--- config.mk ---
export PLATFORM = sky130hd
export DESIGN_NAME = emu_ram_scan_ctrl
export DESIGN_NICKNAME = d
export VERILOG_FILES = /design/src/rtl/emu_ram_scan_ctrl.sv
export SDC_FILE = /design/constraint.sdc
export NUM_CORES = 1
export LEC_CHECK = 0
export ABC_AREA = 0
export BUFFER_PORTS_ARGS = -buffer_cell sky130_fd_sc_hd__buf_4
export CAP_MARGIN = 20
export CORE_MARGIN = 4
export CORE_UTILIZATION = 25
export CTS_CLUSTER_DIAMETER = 50
export DETAILED_ROUTE_END_ITERATION = 12
export PLACE_DENSITY = 0.54
export SYNTH_ARGS = -nofsm -noshare
export SYNTH_HDL_FRONTEND = slang
export SYNTH_SLANG_ARGS = --single-unit
--- constraint.sdc ---
create_clock -name clk -period 2.5 [get_ports clk]
set_input_delay 0.25 -clock clk [delete_from_list [all_inputs] [get_ports clk]]
set_output_delay 0.25 -clock clk [all_outputs]
set_load 0.02 [all_outputs]
--- src/rtl/emu_ram_scan_ctrl.sv ---
`default_nettype none
// ============================================================================
// Module   : emu_ram_scan_ctrl
// Brief    : Host-side RAM scan-chain sequencer for save/load of DUT memories.
// Revision : 1.0 - initial release
// ============================================================================
module emu_ram_scan_ctrl #(
    parameter int DATA_WIDTH = 64,
    parameter int CNT_WIDTH  = 16
) (
    input  logic                  clk,
    input  logic                  rst,
    input  logic                  dut_paused,
    input  logic                  cmd_valid,
    output logic                  cmd_ready,
    input  logic                  cmd_dir,
    input  logic [CNT_WIDTH-1:0]  cmd_len,
    output logic                  ram_se,
    output logic                  ram_sd,
    output logic [DATA_WIDTH-1:0] ram_di,
    input  logic [DATA_WIDTH-1:0] ram_do,
    output logic                  out_valid,
    input  logic                  out_ready,
    output logic [DATA_WIDTH-1:0] out_data,
    input  logic                  in_valid,
    output logic                  in_ready,
    input  logic [DATA_WIDTH-1:0] in_data,
    output logic                  busy,
    output logic                  done
);

    typedef enum logic [2:0] {
        S_IDLE  = 3'd0,
        S_SAVE  = 3'd1,
        S_DRAIN = 3'd2,
        S_LOAD  = 3'd3,
        S_DONE  = 3'd4
    } state_t;

    localparam logic [CNT_WIDTH-1:0] C_ONE = {{(CNT_WIDTH-1){1'b0}}, 1'b1};

    state_t                  state_q, state_d;
    logic [CNT_WIDTH-1:0]    rem_q, rem_d;
    logic                    sd_q, sd_d;
    logic [DATA_WIDTH-1:0]   obuf_q, obuf_d;
    logic                    ofull_q, ofull_d;
    logic                    se;

    always_ff @(posedge clk) begin
        if (rst) begin
            state_q <= S_IDLE;
            rem_q   <= '0;
            sd_q    <= 1'b0;
            obuf_q  <= '0;
            ofull_q <= 1'b0;
        end else begin
            state_q <= state_d;
            rem_q   <= rem_d;
            sd_q    <= sd_d;
            obuf_q  <= obuf_d;
            ofull_q <= ofull_d;
        end
    end

    always_comb begin
        state_d   = state_q;
        rem_d     = rem_q;
        sd_d      = sd_q;
        obuf_d    = obuf_q;
        ofull_d   = ofull_q;
        cmd_ready = 1'b0;
        se        = 1'b0;
        in_ready  = 1'b0;
        ram_di    = '0;

        unique case (state_q)
            S_IDLE: begin
                cmd_ready = dut_paused;
                if (cmd_valid && dut_paused) begin
                    rem_d = cmd_len;
                    sd_d  = cmd_dir;
                    if (cmd_len == '0) begin
                        state_d = S_DONE;
                    end else if (cmd_dir) begin
                        state_d = S_LOAD;
                    end else begin
                        state_d = S_SAVE;
                    end
                end
            end

            S_SAVE: begin
                // Advance the chain only when the output register can take the word.
                se = (rem_q != '0) && (!ofull_q || out_ready);
                if (se) begin
                    obuf_d  = ram_do;
                    ofull_d = 1'b1;
                    rem_d   = rem_q - C_ONE;
                    if (rem_q == C_ONE) begin
                        state_d = S_DRAIN;
                    end
                end else if (out_ready && ofull_q) begin
                    ofull_d = 1'b0;
                end
                if (rem_q == '0) begin
                    state_d = S_DRAIN;
                end
            end

            S_DRAIN: begin
                if (out_ready && ofull_q) begin
                    ofull_d = 1'b0;
                end
                // Leave as the last word is handed off so done lands one cycle later.
                if (!ofull_q || out_ready) begin
                    state_d = S_DONE;
                end
            end

            S_LOAD: begin
                in_ready = 1'b1;
                ram_di   = in_data;
                se       = in_valid && (rem_q != '0);
                if (se) begin
                    rem_d = rem_q - C_ONE;
                    if (rem_q == C_ONE) begin
                        state_d = S_DONE;
                    end
                end
            end

            S_DONE: begin
                state_d = S_IDLE;
            end

            default: begin
                state_d = S_IDLE;
            end
        endcase
    end

    assign ram_se    = se;
    assign ram_sd    = sd_q;
    assign out_valid = ofull_q;
    assign out_data  = obuf_q;
    assign busy      = (state_q != S_IDLE);
    assign done      = (state_q == S_DONE);

endmodule
`default_nettype wire
Word-level counts from Yosys, hierarchy flattened --
Index checks and enable logic that the tools add are counted.
Cells by class: add/subtract/negate cells 1, multiply operators 0, divide/modulo/power cells 0, magnitude comparators 0, equality and inequality tests 12, shift-type cells 0, muxes and demuxes 21, bitwise gates (word level) 0, reduce and logical (&&, ||, !) cells 17
Operator list (count):
- 64-bit two-way mux | 1
- 16-bit two-way mux | 3
- 16-bit one-hot mux with 3 select lines | 1
- 16-bit logical NOT | 2
- 3-bit two-way mux | 8
- 16-bit by 1-bit == test with 1-bit output (second input constant) | 1
- 16-bit nonzero test | 1
- 16-bit by 1-bit subtractor with 16-bit output (second input constant) | 1
- 3-bit one-hot mux with 4 select lines | 1
- 2-bit != test (second input constant) | 5
- 3-bit by 2-bit == test with 1-bit output (second input constant) | 2
- 3-bit != test (second input constant) | 2
- 6-bit AND reduction | 1
- 3-bit nonzero test | 2
- 1-bit logical AND | 4
- 1-bit two-way mux | 4
- 1-bit one-hot mux with 2 select lines | 2
- 2-bit AND reduction | 2
- 4-bit AND reduction | 1
- 3-bit by 1-bit == test with 1-bit output (second input constant) | 1
- 3-bit == test (second input constant) | 1
- 3-bit logical NOT | 1
- 2-bit two-way mux | 1
- 2-bit nonzero test | 1
- other kinds (2) | 2
Word-level totals: bits in registers 85, bits in latches 0, memory bits (writable) 0, bits in read-only memories 0, input port bits 151, word-level logic and storage cells 56, memories kept 0

Depth between registers and ports, before layout --
Gate-level depths: netlist of the first run.
depth in word-level cells 6, depth in mapped cells 8, mapped depth without buffers 7

Least setup slack after synthesis of the first run --
No wires, ideal clock.
path kind reg-to-reg, from register rem_q[0], to register obuf_q[23], in the netlist out_data[23], library setup time 128 ps, data arrival time 2058 ps, required time 2372 ps, path slack 315 ps, cell stages (with the launch flop) 9, path buffers 1, period minus slack after synthesis 2185 ps, cells stage by stage dfxtp_1 inv_1 ha_1 or3b_2 nor4_2 nor2_2 buf_2 mux2i_1 nor2_1
On the way: word-level cells in the longest chain between the ends 3
RTL lines:
- start, declared | RTL line 43 | logic [CNT_WIDTH-1:0] rem_q, rem_d;
- start signal, assigned | RTL line 58 | rem_q <= rem_d;
- 16-bit nonzero test | RTL line 94 | se = (rem_q != '0) && (!ofull_q || out_ready);
- 1-bit logical AND | RTL line 94
- 2-bit AND reduction (no line)
- end signal, assigned | RTL line 60 | obuf_q <= obuf_d;
- end, declared | RTL line 45 | logic [DATA_WIDTH-1:0] obuf_q, obuf_d;
Every way passes these cells. A chain may end at the register's enable or synchronous reset.

Worst setup path after layout of the first run --
from register rem_q[1], to output port ram_se
On the way: word-level cells in the longest chain between the ends 3, elaborated cells between the ends (all ways) 4
RTL lines:
- 16-bit nonzero test (*) | RTL line 94, 123
- 1-bit logical AND, on equally long branches | RTL line 123, 94
- 1-bit one-hot mux with 2 select lines (*) | RTL line 76 | unique case (state_q)
- end, declared | RTL line 18 | output logic ram_se,
Every way passes the cells marked *; elsewhere a longest branch is shown, timed or not.

==> metrics.md, run 1 <==
| Metric | Value |
|---|---|
| PortBufs | `around 290` |
| Tmin final | `roughly 2.4 ns` |
| GRT overflow | `0` |
| Non-filler instance count after layout | `around 1,000` |
| Simple-Gate Fraction of Synth Area | `0.2735` |
| Rows | `between 40 and 50` |
| Initial antenna violation count | `0` |
| Hold buffer count at cts | `0` |
| Post-CTS Setup Bufs | `0` |
| Reg clk slew, reported paths | `roughly 0.060 ns` |
| Worst clock skew | `between 0.004 and 0.005 ns` |
| Critical-path cell list | `inv_1, ha_4, or3b_2, nor4_2, buf_4, a21oi_1, buf_4` |
| Net count, final | `~920` |
| Reg2reg end | `out_data[43]` |
| Hold depth | `3` |
| Yosys cell types | `between 40 and 50` |
| Post-Synth XOR/XNOR Area | `0` |
| Worst Hold Endpoint | `out_data[31]` |
| Filler Cells Inserted | `1,618` |
| Status | `completed` |
| Leak pwr | `approximately 3.2 nW` |
| Top fanout value on the critical path | `5` |
| Post-synth ARST share | `0` |
| Relative slew slack | `0.5713` |
| Clock Path Buffers | `2` |
| Crit path max-delay family | `simple AND/OR/NAND/NOR gates` |
| Reg-to-reg startpoint | `rem_q[1]` |
| P_int | `about 4.2 mW` |
| Cells after DPL | `roughly 1,000` |
| Reg2reg path depth | `9` |
| Final setup viols | `0` |
| Drt first pass iters | `4` |
| Number of synthesized flops with an enable pin | `0` |
| Multi-input logic area | `approximately 2300 µm²` |
| Placed inst area | `about 6600 µm²` |
| Core Area | `16,120 µm²` |
| Final hold vios | `0` |
| Worst-skew pair later-pin latency | `0.34 ns` |
| #FFs+latches synth | `85` |
| Synth Net Count | `about 640` |
| Area of the die | `between 15,000 and 20,000 µm²` |
| Root buf cell | `clkbuf_16` |
| Hold WC Path Type | `in -> reg` |
| Synthesized instance count | `around 490` |
| Post-route setup TNS | `0 ns` |
| Storage cell area | `roughly 1700 µm²` |
| Switching part of the total | `0.4189` |
| Synth Area in Adders | `0.006019` |
| I/O pin count | `286` |
| Initial core utilization | `0.2580` |
| Worst Tran Pin Value | `between 0.6 and 0.7 ns` |
| Yosys Warn Count | `0` |
| Startpoint types | `flip-flop` |
| RSZ-0062 raised after global routing | `false` |
| Largest family of logic cells by synthesized area | `simple AND/OR/NAND/NOR gates` |
| Vias per cell | `4.605` |
| Post-cts gate resize count | `1` |
| Max Slew Vio Count | `0` |
| WHS | `around 0.14 ns` |
| WP data required | `2.25 ns` |
| WP data arrival | `about 2.1 ns` |
| Seq/Total Area, Yosys | `0.4093` |
| Avg Cell Area, Syn | `roughly 8.5 µm²` |
| Hold path start | `ram_do[31]` |
| F_max | `between 400 and 500 MHz` |
| Overall power | `roughly 7.3 mW` |
| Crit path top cell by count | `buf_4` |
| Routed Wire Length | `between 15,000 and 20,000 µm` |
| Syn Std Cell Area | `about 4200 µm²` |
| P per Cell Area | `~1100 nW/µm²` |
| FF-to-FF setup slack | `about 0.22 ns` |
| Synth Area in Compound Gates | `0.1110` |
| Net load switching power | `3.040 mW` |
| CP peak stage delay | `approximately 0.48 ns` |
| Largest net degree at the start of global routing | `60` |
| Layout cell share with drive strength beyond 1 | `0.4269` |
| Initial DRC Count | `158` |
| Die H | `roughly 140 µm` |
| Final Cell Area | `just under 7000 µm²` |
| Wire per inst | `approximately 17 µm` |
| Critical setup path kind | `reg -> out` |
| DRT antenna net count | `0` |
| HPWL after DPL | `between 10,000 and 15,000 µm` |
| Vias in the first global route | `4,422` |
| Area growth, synth to finish | `65.39%` |
| TritonCTS clock tree | `built` |
| Maximum VDD drop | `just under 500 µV` |
| Max Cap Viol | `0` |
| First-pass GRT wire length | `~23,000 µm` |
| # diodes | `0` |
| WP buf/inv | `3` |
| Mux cell area share after synthesis | `0.1601` |
| Via count | `4,554` |
| CTS buffer count | `9` |
| Clock sink count | `85` |
| Residual DRC | `0` |
| Crit end category | `output pin` |
| Ys flop type | `dfxtp_1` |
| Clock share of power | `0.171` |
| Comb power frac | `0.553` |
| Final GP Congestion | `around 0.86` |
| Period Utilization, post-route | `0.9458` |
| GRT Resource Usage Total | `0.1610` |
| Sequential power share | `0.276` |
| DIE WIDTH | `137.0 µm` |
| H-Tree Depth | `3` |
| Critical path's slowest cell | `or3b_2` |
registers in the layout, indices dropped and copies added (netlist names):
signal     flops
out_data      64
out_valid      1
rem_q         16
state_q        3
ram_sd         1
per-layer routing:
metal,GRT usage,routed length (µm),vias to the layer above
met5,0,0,-
met4,0.06430,326,0
met3,0.04596,1520,19
met2,0.3114,9059,204
met1,0.1596,5508,2108
li1,-,-,2223
worst register-to-register path: stages, from the launching register on:
cell	delay, ns
dfxtp_1	0.32
inv_1	0.13
ha_4	0.17
or3b_2	0.48
nor4_2	0.27
buf_4	0.17
nor2_4	0.05
buf_12	0.19
mux2i_1	0.28
nor2_1	0.07
how the worst max path moves through the flow:
stage | slack, ns | startpoint | cells past startpoint | endpoint
6_report | 0.14 | rem_q[1] | 7 | ram_se
5_1_grt | 0.05 | rem_q[0] | 7 | ram_se
4_1_cts | 0.02 | rem_q[0] | 7 | ram_se
3_5_place_dp | 0.14 | rem_q[0] | 9 | out_data[43]
3_3_place_gp | 0.25 | rem_q[0] | 9 | out_data[45]
2_1_floorplan | 0.31 | rem_q[0] | 8 | out_data[23]
cell usage after synthesis, types with 2 or more instances:
cell | instances | area (µm²)
mux2i_1 | 65 | 650.6
nand2_1 | 26 | 97.59
or4_1 | 3 | 22.52
nor3_1 | 8 | 40.04
nand2b_1 | 5 | 31.28
a31oi_1 | 3 | 18.77
ha_1 | 2 | 25.02
a21oi_1 | 25 | 125.1
inv_1 | 6 | 22.52
nand4_1 | 3 | 18.77
o21a_1 | 3 | 22.52
nand3_1 | 4 | 20.02
o21ai_0 | 20 | 100.1
a21o_1 | 4 | 30.03
a211oi_1 | 2 | 15.01
clkbuf_1 | 22 | 82.58
nor3b_1 | 2 | 15.01
nor4_1 | 9 | 56.30
dfxtp_1 | 85 | 1702
and2_1 | 68 | 425.4
nor2b_1 | 3 | 18.77
nor2_1 | 84 | 315.3
o41ai_1 | 2 | 17.52
buf_2 | 10 | 50.05
o31ai_1 | 2 | 15.01
metrics by stage:
stage | utilization | worst slack (ns)
finish | 0.4267 | 0.1356
global route | 0.4267 | 0.04520
CTS | 0.4261 | 0.02215
detailed placement | 0.4089 | 0.1363
global placement | 0.4089 | 0.2486
floorplan | - | 0.3149
power groups by stage:
stage | Clock [mW] | Sequential (mW) | Combinational, mW
2_1_floorplan | 0 | 2.30 | 2.20
3_3_place_gp | 0 | 2.02 | 3.97
3_5_place_dp | 0 | 2.02 | 4.02
4_1_cts | 1.30 | 2.00 | 4.04
5_1_grt | 1.35 | 2.05 | 4.37
6_report | 1.24 | 2.00 | 4.01
kinds of logic after synthesis:
group / after synthesis
AND/OR/NAND/NOR: 222
flip-flops: 85
AO/OA/AOI/OAI: 73
multiplexers: 66
buffers and inverters: 40
adder cells (fa/ha/maj): 2
layout make-up:
class	instances	area share
clock buffers	9	0.03275
flip-flops and latches	85	0.2475
inverters	6	0.003275
repair buffers	303	0.3344
well taps	216	0.03930
multi-input cells	363	0.3355
clock inverters	7	0.007278
placed cells by master, fill, tap and decap left out, drive strengths merged, types with 2 or more instances in the layout:
master / n
a211oi: 2
a21o: 4
a21oi: 25
a31oi: 3
and2: 68
buf: 303
clkbuf: 9
clkinv: 2
clkinvlp: 3
dfxtp: 85
ha: 2
inv: 8
mux2i: 65
nand2: 26
nand2b: 5
nand3: 4
nand4: 3
nor2: 85
nor2b: 3
nor3: 8
nor3b: 2
nor4: 11
o211ai: 2
o21a: 3
o21ai: 20
o31ai: 2
o41ai: 2
or4: 3
(Power assumes the default switching activity.)
==> inputs of run 2 (changes only) <==
--- a/config.mk
+++ b/config.mk
@@ -9,10 +9,10 @@
 export BUFFER_PORTS_ARGS = -buffer_cell sky130_fd_sc_hd__buf_4
 export CAP_MARGIN = 20
 export CORE_MARGIN = 4
-export CORE_UTILIZATION = 25
+export CORE_UTILIZATION = 35
 export CTS_CLUSTER_DIAMETER = 50
 export DETAILED_ROUTE_END_ITERATION = 12
-export PLACE_DENSITY = 0.54
+export PLACE_DENSITY = 0.71
 export SYNTH_ARGS = -nofsm -noshare
 export SYNTH_HDL_FRONTEND = slang
 export SYNTH_SLANG_ARGS = --single-unit
==> run 2 against run 1 <==
Critical path depth did not move. Clock skew rose by 0.0028 ns. Sequential power barely moved. Count of clock-buffer cells in the layout did not move. Utilization rose by 16 points. Power rose by 0.21%. Critical path type unchanged.
==> metrics.md, run 2 (synthesis results as in run 1) <==
| Metric | Value |
|---|---|
| Period Utilization, post-route | `0.9516 (+0.005879)` |
| Core Area | `11,520 µm² (-29%)` |
| Maximum VDD drop | `573.0 µV (+17%)` |
| RSZ-0062 raised after global routing | `false` |
| Switching part of the total | `0.4173 (-0.001628)` |
| Max reg flops | `64 (unchanged)` |
| Crit end category | `output pin` |
| Status | `completed` |
| I/O pin count | `286 (unchanged)` |
| Drt first pass iters | `5 (+1)` |
| Setup ws final | `0.1209 ns (-0.01470 ns)` |
| Critical setup path kind | `reg -> out` |
| Most frequent cells in the layout | `buf_4, dfxtp_1, nor2_1` |
| Initial DRC Count | `191 (+21%)` |
| P_int | `4.237 mW (+0.50%)` |
| Vias in the first global route | `4,503 (+1.8%)` |
| Final Cell Area | `6797 µm² (-1.2%)` |
| Leak pwr | `3.188 nW (about the same)` |
| WP data arrival | `2.13 ns (+0.02 ns)` |
| Filler Cells Inserted | `1,042 (-36%)` |
| CP peak stage delay | `0.41 ns (-0.07 ns)` |
| Residual DRC | `0 (unchanged)` |
| Worst-skew pair later-pin latency | `0.34 ns (about the same)` |
| Clock sink count | `85 (unchanged)` |
| Hold WC Path Type | `in -> reg` |
| Routed Wire Length | `14,960 µm (-8.9%)` |
| Net count, final | `920 (-0.11%)` |
| Sequential power share | `0.274 (-0.002)` |
| DIE WIDTH | `117.0 µm (-15%)` |
| Most common cell after layout, fill and taps aside | `buf_4` |
| Largest net degree at the start of global routing | `67 (+12%)` |
| Root buf cell | `clkbuf_16` |
| Crit path top cell by count | `buf_4` |
| Placement Setup Slack | `0.1388 ns (+0.002533 ns)` |
| Relative slew slack | `0.5823 (+0.01098)` |
| Final setup viols | `0 (unchanged)` |
| Critical path's slowest cell | `or3b_4` |
| Area of the die | `13,690 µm² (-27%)` |
| Via count | `4,545 (-0.20%)` |
| TritonCTS clock tree | `built` |
| Final GP Congestion | `0.8667 (+0.78%)` |
| HPWL after DPL | `11,710 µm (-10%)` |
| Final hold vios | `0 (unchanged)` |
| Worst Tran Pin Value | `0.6266 ns (-0.01647 ns)` |
| First-pass GRT wire length | `21,920 µm (-6.4%)` |
| WP data required | `2.25 ns (about the same)` |
| Layout cell share with drive strength beyond 1 | `0.4249 (-0.002038)` |
| Clock share of power | `0.170 (about the same)` |
| DRT antenna net count | `0 (unchanged)` |
| Top fanout value on the critical path | `5 (unchanged)` |
| H-Tree Depth | `3 (unchanged)` |
| PortBufs | `285 (unchanged)` |
| GRT overflow | `0 (unchanged)` |
| Clock Path Buffers | `2 (unchanged)` |
| Wire per inst | `16.31 µm (-1.7%)` |
| Die H | `117.0 µm (-15%)` |
| P per Cell Area | `1070 nW/µm² (+1.4%)` |
| Net load switching power | `3.034 mW (-0.17%)` |
| Vias per cell | `4.956 (+7.6%)` |
| Post-route setup TNS | `0 ns (unchanged)` |
| Tmin final | `2.379 ns (+0.01470 ns)` |
| Initial core utilization | `0.3610 (+0.1030)` |
| Area growth, synth to finish | `63.47%` |
| Max Cap Viol | `0 (unchanged)` |
| Critical-path cell list | `inv_1, ha_2, or3b_4, nor4_4, buf_4, a21oi_1, buf_4` |
| Placed inst area | `6502 µm² (-1.3%)` |
| Rows | `39 (-15%)` |
| Worst clock skew | `0.007345 ns (+0.002804 ns)` |
| Initial antenna violation count | `2 (+2)` |
| Max Slew Vio Count | `0 (unchanged)` |
| CTS buffer count | `9 (unchanged)` |
| Post-CTS Setup Bufs | `0 (unchanged)` |
| F_max | `420.3 MHz (-0.62%)` |
| Reg clk slew, reported paths | `0.06 ns (about the same)` |
| GRT Resource Usage Total | `0.2038 (+0.04271)` |
| Startpoint types | `flip-flop` |
| Comb power frac | `0.556 (+0.003)` |
[run 2: cell count changes in the layout (fill, tap and decap cells not counted), sizes merged]
cell / before / now
buf: 303 / 302
diode: 0 / 2
[run 2: metrics by stage]
step,hold slack [ns],power (mW),util,instances
final,0.1396,7.272,0.5902,917
after global routing,0.1396,7.758,0.5902,917
after CTS,0.1328,7.291,0.5895,915
after detailed placement,0.4826,5.997,0.5646,899
after global placement,0.4739,5.901,0.5646,899
after floorplan,0.3972,4.499,-,488
[run 2: final cells by class]
class | instances | area [µm²] | area share
Sequential cell | 85 | 1702 | 0.2504
Inverter | 6 | 22.52 | 0.003314
Clock inverter | 7 | 50.05 | 0.007364
Multi-Input combinational cell | 363 | 2308 | 0.3397
Timing Repair Buffer | 302 | 2305 | 0.3391
Clock buffer | 9 | 225.2 | 0.03314
Antenna cell | 2 | 5.005 | 0.0007364
Tap cell | 143 | 178.9 | 0.02633
[run 2: critical path, delay by kind of cell, from the launching register on]
kind	cells	cell delay (ns)
AND/OR/NAND/NOR	2	0.71
adder cells (fa/ha/maj)	1	0.22
buffers and inverters	3	0.47
AO/OA/AOI/OAI	1	0.04
flip-flops	1	0.35
[run 2: timing repair]
action / 4_1_cts / 5_1_grt
hold buffers: 0 / 0
setup endpoints to repair: 1 / 1
resized for setup: 2 / 1
hold endpoints to repair: 0 / 0
[run 2: power by group through the flow]
stage	clock network (mW)	registers (mW)	logic [mW]
after floorplan	0	2.30	2.20
after global placement	0	1.99	3.91
after detailed placement	0	2.01	3.98
after CTS	1.26	1.99	4.04
after global routing	1.33	2.05	4.37
final	1.24	1.99	4.04
[run 2: worst paths after layout]
kind	start	to	slack (ns)	depth (start not counted)
hold / removal	ram_do[8]	out_data[8]	0.14	3
setup / recovery	rem_q[0]	ram_se	0.12	7
setup reg to reg	rem_q[4]	rem_q[4]	0.20	5
hold reg to reg	out_data[6]	out_data[6]	0.49	2
[run 2: metal layers]
metal / share of wire / up-vias / global-route usage
met1: 0.35 / 2068 / 0.2098
met2: 0.52 / 221 / 0.3705
met3: 0.10 / 26 / 0.06015
met5: 0 / - / 0
li1: - / 2230 / -
met4: 0.028 / 0 / 0.1086
==> inputs of run 3 (changes only) <==
--- a/config.mk
+++ b/config.mk
@@ -5,14 +5,14 @@
 export SDC_FILE = /design/constraint.sdc
 export NUM_CORES = 1
 export LEC_CHECK = 0
-export ABC_AREA = 0
+export ABC_AREA = 1
 export BUFFER_PORTS_ARGS = -buffer_cell sky130_fd_sc_hd__buf_4
 export CAP_MARGIN = 20
 export CORE_MARGIN = 4
 export CORE_UTILIZATION = 35
 export CTS_CLUSTER_DIAMETER = 50
 export DETAILED_ROUTE_END_ITERATION = 12
-export PLACE_DENSITY = 0.71
+export PLACE_DENSITY = 0.69
 export SYNTH_ARGS = -nofsm -noshare
 export SYNTH_HDL_FRONTEND = slang
 export SYNTH_SLANG_ARGS = --single-unit
==> run 3 against run 2 <==
Utilization shrank 2.4 points. Synthesized area grew 5.5%. Non-clock buffer count down 12. Fmax grew 6.8%. Cell count is 23% higher. Combinational power up 1%. First-iteration DRC count rose by 7.9%. Sequential power increased by 12%. Count of clock-buffer cells in the layout grew 1. Critical path type unchanged. Via count rose by 9.6%.
==> metrics.md, run 3 <==
| Metric | Value |
|---|---|
| DIE WIDTH | `120.0 µm (+2.5%)` |
| DRT antenna net count | `0 (unchanged)` |
| Die H | `120.0 µm (+2.5%)` |
| TritonCTS clock tree | `built` |
| Placement Setup Slack | `0.5454 ns (+0.4066 ns)` |
| Avg Cell Area, Syn | `6.376 µm² (-25%)` |
| Critical path's slowest cell | `nor2_1` |
| Clock share of power | `0.166 (-0.004)` |
| Core Area | `12,160 µm² (+5.6%)` |
| Period Utilization, post-route | `0.8907 (-0.06099)` |
| GRT Resource Usage Total | `0.2086 (+0.004799)` |
| Worst-skew pair later-pin latency | `0.34 ns (about the same)` |
| Ys flop type | `dfxtp_1` |
| Final setup viols | `0 (unchanged)` |
| Final GP Congestion | `0.8670 (about the same)` |
| H-Tree Depth | `3 (unchanged)` |
| Post-route setup TNS | `0 ns (unchanged)` |
| Worst Tran Pin Value | `0.4737 ns (-0.1529 ns)` |
| Final hold vios | `0 (unchanged)` |
| Initial core utilization | `0.3607 (about the same)` |
| Clock Path Buffers | `2 (unchanged)` |
| Crit path max-delay family | `simple AND/OR/NAND/NOR gates` |
| Comb power frac | `0.539 (-0.017)` |
| Multi-input logic area | `1892 µm² (-18%)` |
| #FFs+latches synth | `85 (unchanged)` |
| HPWL after DPL | `12,600 µm (+7.6%)` |
| Top-count cell post-synth | `inv_1` |
| Switching part of the total | `0.4541 (+0.03683)` |
| Tmin final | `2.227 ns (-0.1525 ns)` |
| Root buf cell | `clkbuf_16` |
| Finished Core Util | `0.5666 (-0.02361)` |
| Yosys cell types | `30 (-36%)` |
| Relative slew slack | `0.6842 (+0.1019)` |
| RSZ-0062 raised after global routing | `false` |
| Max reg flops | `64 (unchanged)` |
| Post-synth ARST share | `0 (unchanged)` |
| Max Slew Vio Count | `0 (unchanged)` |
| First-pass GRT wire length | `23,690 µm (+8.1%)` |
| Yosys Warn Count | `0 (unchanged)` |
| Initial antenna violation count | `0 (-2)` |
| WP buf/inv | `4 (+1)` |
| Reg clk slew, reported paths | `0.07 ns (about the same)` |
| Wire per inst | `14.25 µm (-13%)` |
| Maximum VDD drop | `502.3 µV (-12%)` |
| Storage cell area | `1702 µm² (unchanged)` |
| GRT overflow | `0 (unchanged)` |
| P per Cell Area | `1097 nW/µm² (+2.5%)` |
| Non-filler instance count after layout | `1,128 (+23%)` |
| Cells after DPL | `1,112 (+24%)` |
| Seq/Total Area, Yosys | `0.3879 (-0.02136)` |
| Worst clock skew | `0.008234 ns (+0.0008889 ns)` |
| Area contributors post-synth | `dfxtp_1, inv_1, nor2_1` |
| Residual DRC | `0 (unchanged)` |
| Rows | `40 (+2.6%)` |
| CTS buffer count | `9 (unchanged)` |
| Post-CTS Setup Bufs | `0 (unchanged)` |
| Most frequent cells in the layout | `buf_4, inv_1, nor2_1` |
| Largest net degree at the start of global routing | `127 (+90%)` |
| Setup ws final | `0.2734 ns (+0.1525 ns)` |
| Leak pwr | `3.669 nW (+15%)` |
| Sequential power share | `0.295 (+0.021)` |
| Crit path top cell by count | `nor2_1` |
| Initial DRC Count | `206 (+7.9%)` |
| Area growth, synth to finish | `57.07%` |
| Post-synth top area cell | `dfxtp_1` |
| Hold buffer count at cts | `0 (unchanged)` |
| WHS | `0.1246 ns (-0.01504 ns)` |
| Via count | `4,982 (+9.6%)` |
| Vias per cell | `4.417 (-11%)` |
| F_max | `449.1 MHz (+6.8%)` |
| WP data required | `2.25 ns (about the same)` |
| Synth Net Count | `841 (+31%)` |
| Clock sink count | `85 (unchanged)` |
| Most common cell after layout, fill and taps aside | `buf_4` |
| Area of the die | `14,390 µm² (+5.1%)` |
| CP peak stage delay | `0.40 ns (about the same)` |
| P_int | `4.127 mW (-2.6%)` |
| Syn Std Cell Area | `4387 µm² (+5.5%)` |
| PortBufs | `285 (unchanged)` |
| Crit end category | `output pin` |
| Final Cell Area | `6890 µm² (+1.4%)` |
| Net load switching power | `3.433 mW (+13%)` |
| Max Cap Viol | `0 (unchanged)` |
| Critical setup path kind | `reg -> out` |
| Placed inst area | `6615 µm² (+1.7%)` |
| Net count, final | `1,108 (+20%)` |
| Vias in the first global route | `4,388 (-2.6%)` |
| # diodes | `0 (-2)` |
| Top fanout value on the critical path | `64 (+59)` |
| Number of synthesized flops with an enable pin | `0 (unchanged)` |
| Startpoint types | `flip-flop` |
| Overall power | `7.560 mW (+4.0%)` |
| Hold WC Path Type | `in -> reg` |
| Filler Cells Inserted | `1,246 (+20%)` |
| Routed Wire Length | `16,070 µm (+7.5%)` |
| Post-synth top area share | `0.3879 (-0.02136)` |
| Layout cell share with drive strength beyond 1 | `0.3365 (-0.08841)` |
| Status | `completed` |
| Critical-path cell list | `inv_1, nand2_1, nor2_1, inv_2, buf_12, nor2_1, buf_4` |
| Post-cts gate resize count | `0 (-2)` |
| I/O pin count | `286 (unchanged)` |
| Top cells by count, synth | `inv_1, nor2_1, dfxtp_1, nand2_1, a21oi_1` |
| Synthesized instance count | `688 (+41%)` |
| Drt first pass iters | `5 (unchanged)` |
| WP data arrival | `1.98 ns (-0.15 ns)` |
-- run 3: cell count changes after synthesis, sizes merged, moves of 11 or more --
cell,delta
nand2,+59
nor2,+45
a21oi,+47
buf,+12
mux2i,-65
nor4,-11
nand3,+20
inv,+152
clkbuf,-12
o21ai,+62
and2,-68
-- run 3: final cells by class --
| cell class | instances | share of cell area |
|---|---|---|
| timing repair buffer | 290 | 0.3214 |
| tap | 168 | 0.03051 |
| clock buffer | 10 | 0.03323 |
| sequential | 85 | 0.2470 |
| multi-input combinational | 410 | 0.2746 |
| clock inverter | 6 | 0.006719 |
| inverter | 159 | 0.08662 |
-- run 3: final timing paths --
path / from / endpoint / slack, ns / depth (start not counted)
setup / recovery: state_q[2] / ram_di[30] / 0.27 / 7
hold / removal: rst / ram_sd / 0.12 / 2
setup reg to reg: rem_q[0] / rem_q[5] / 0.54 / 11
hold reg to reg: out_data[35] / out_data[35] / 0.44 / 2
-- run 3: power groups by stage --
stage	Sequential (mW)	Clock, mW	Combinational, mW
after global placement	2.24	0	4.07
after global routing	2.31	1.35	4.52
after detailed placement	2.25	0	4.10
final	2.23	1.26	4.08
after floorplan	2.71	0	2.23
after CTS	2.23	1.29	4.11
-- run 3: kinds of logic (layout without fill, tap and decap cells) --
| kind of cell | after synthesis | in the layout | synth area share |
|---|---|---|---|
| and+or+nand+nor | 249 | 249 | 0.2350 |
| buffers and inverters | 193 | 465 | 0.1825 |
| AOI/OAI and AO/OA | 158 | 158 | 0.1868 |
| DFF | 85 | 85 | 0.3879 |
| adders and majority gates | 2 | 2 | 0.005704 |
| xor gates and xnor gates | 1 | 1 | 0.001997 |
-- run 3: per-layer routing --
layer / vias to the layer above / GRT usage / wire length, µm
li1: 2613 / - / -
met4: 0 / 0.07946 / 448
met2: 164 / 0.3800 / 8208
met1: 2181 / 0.2303 / 6310
met3: 24 / 0.05467 / 1106
met5: - / 0 / 0
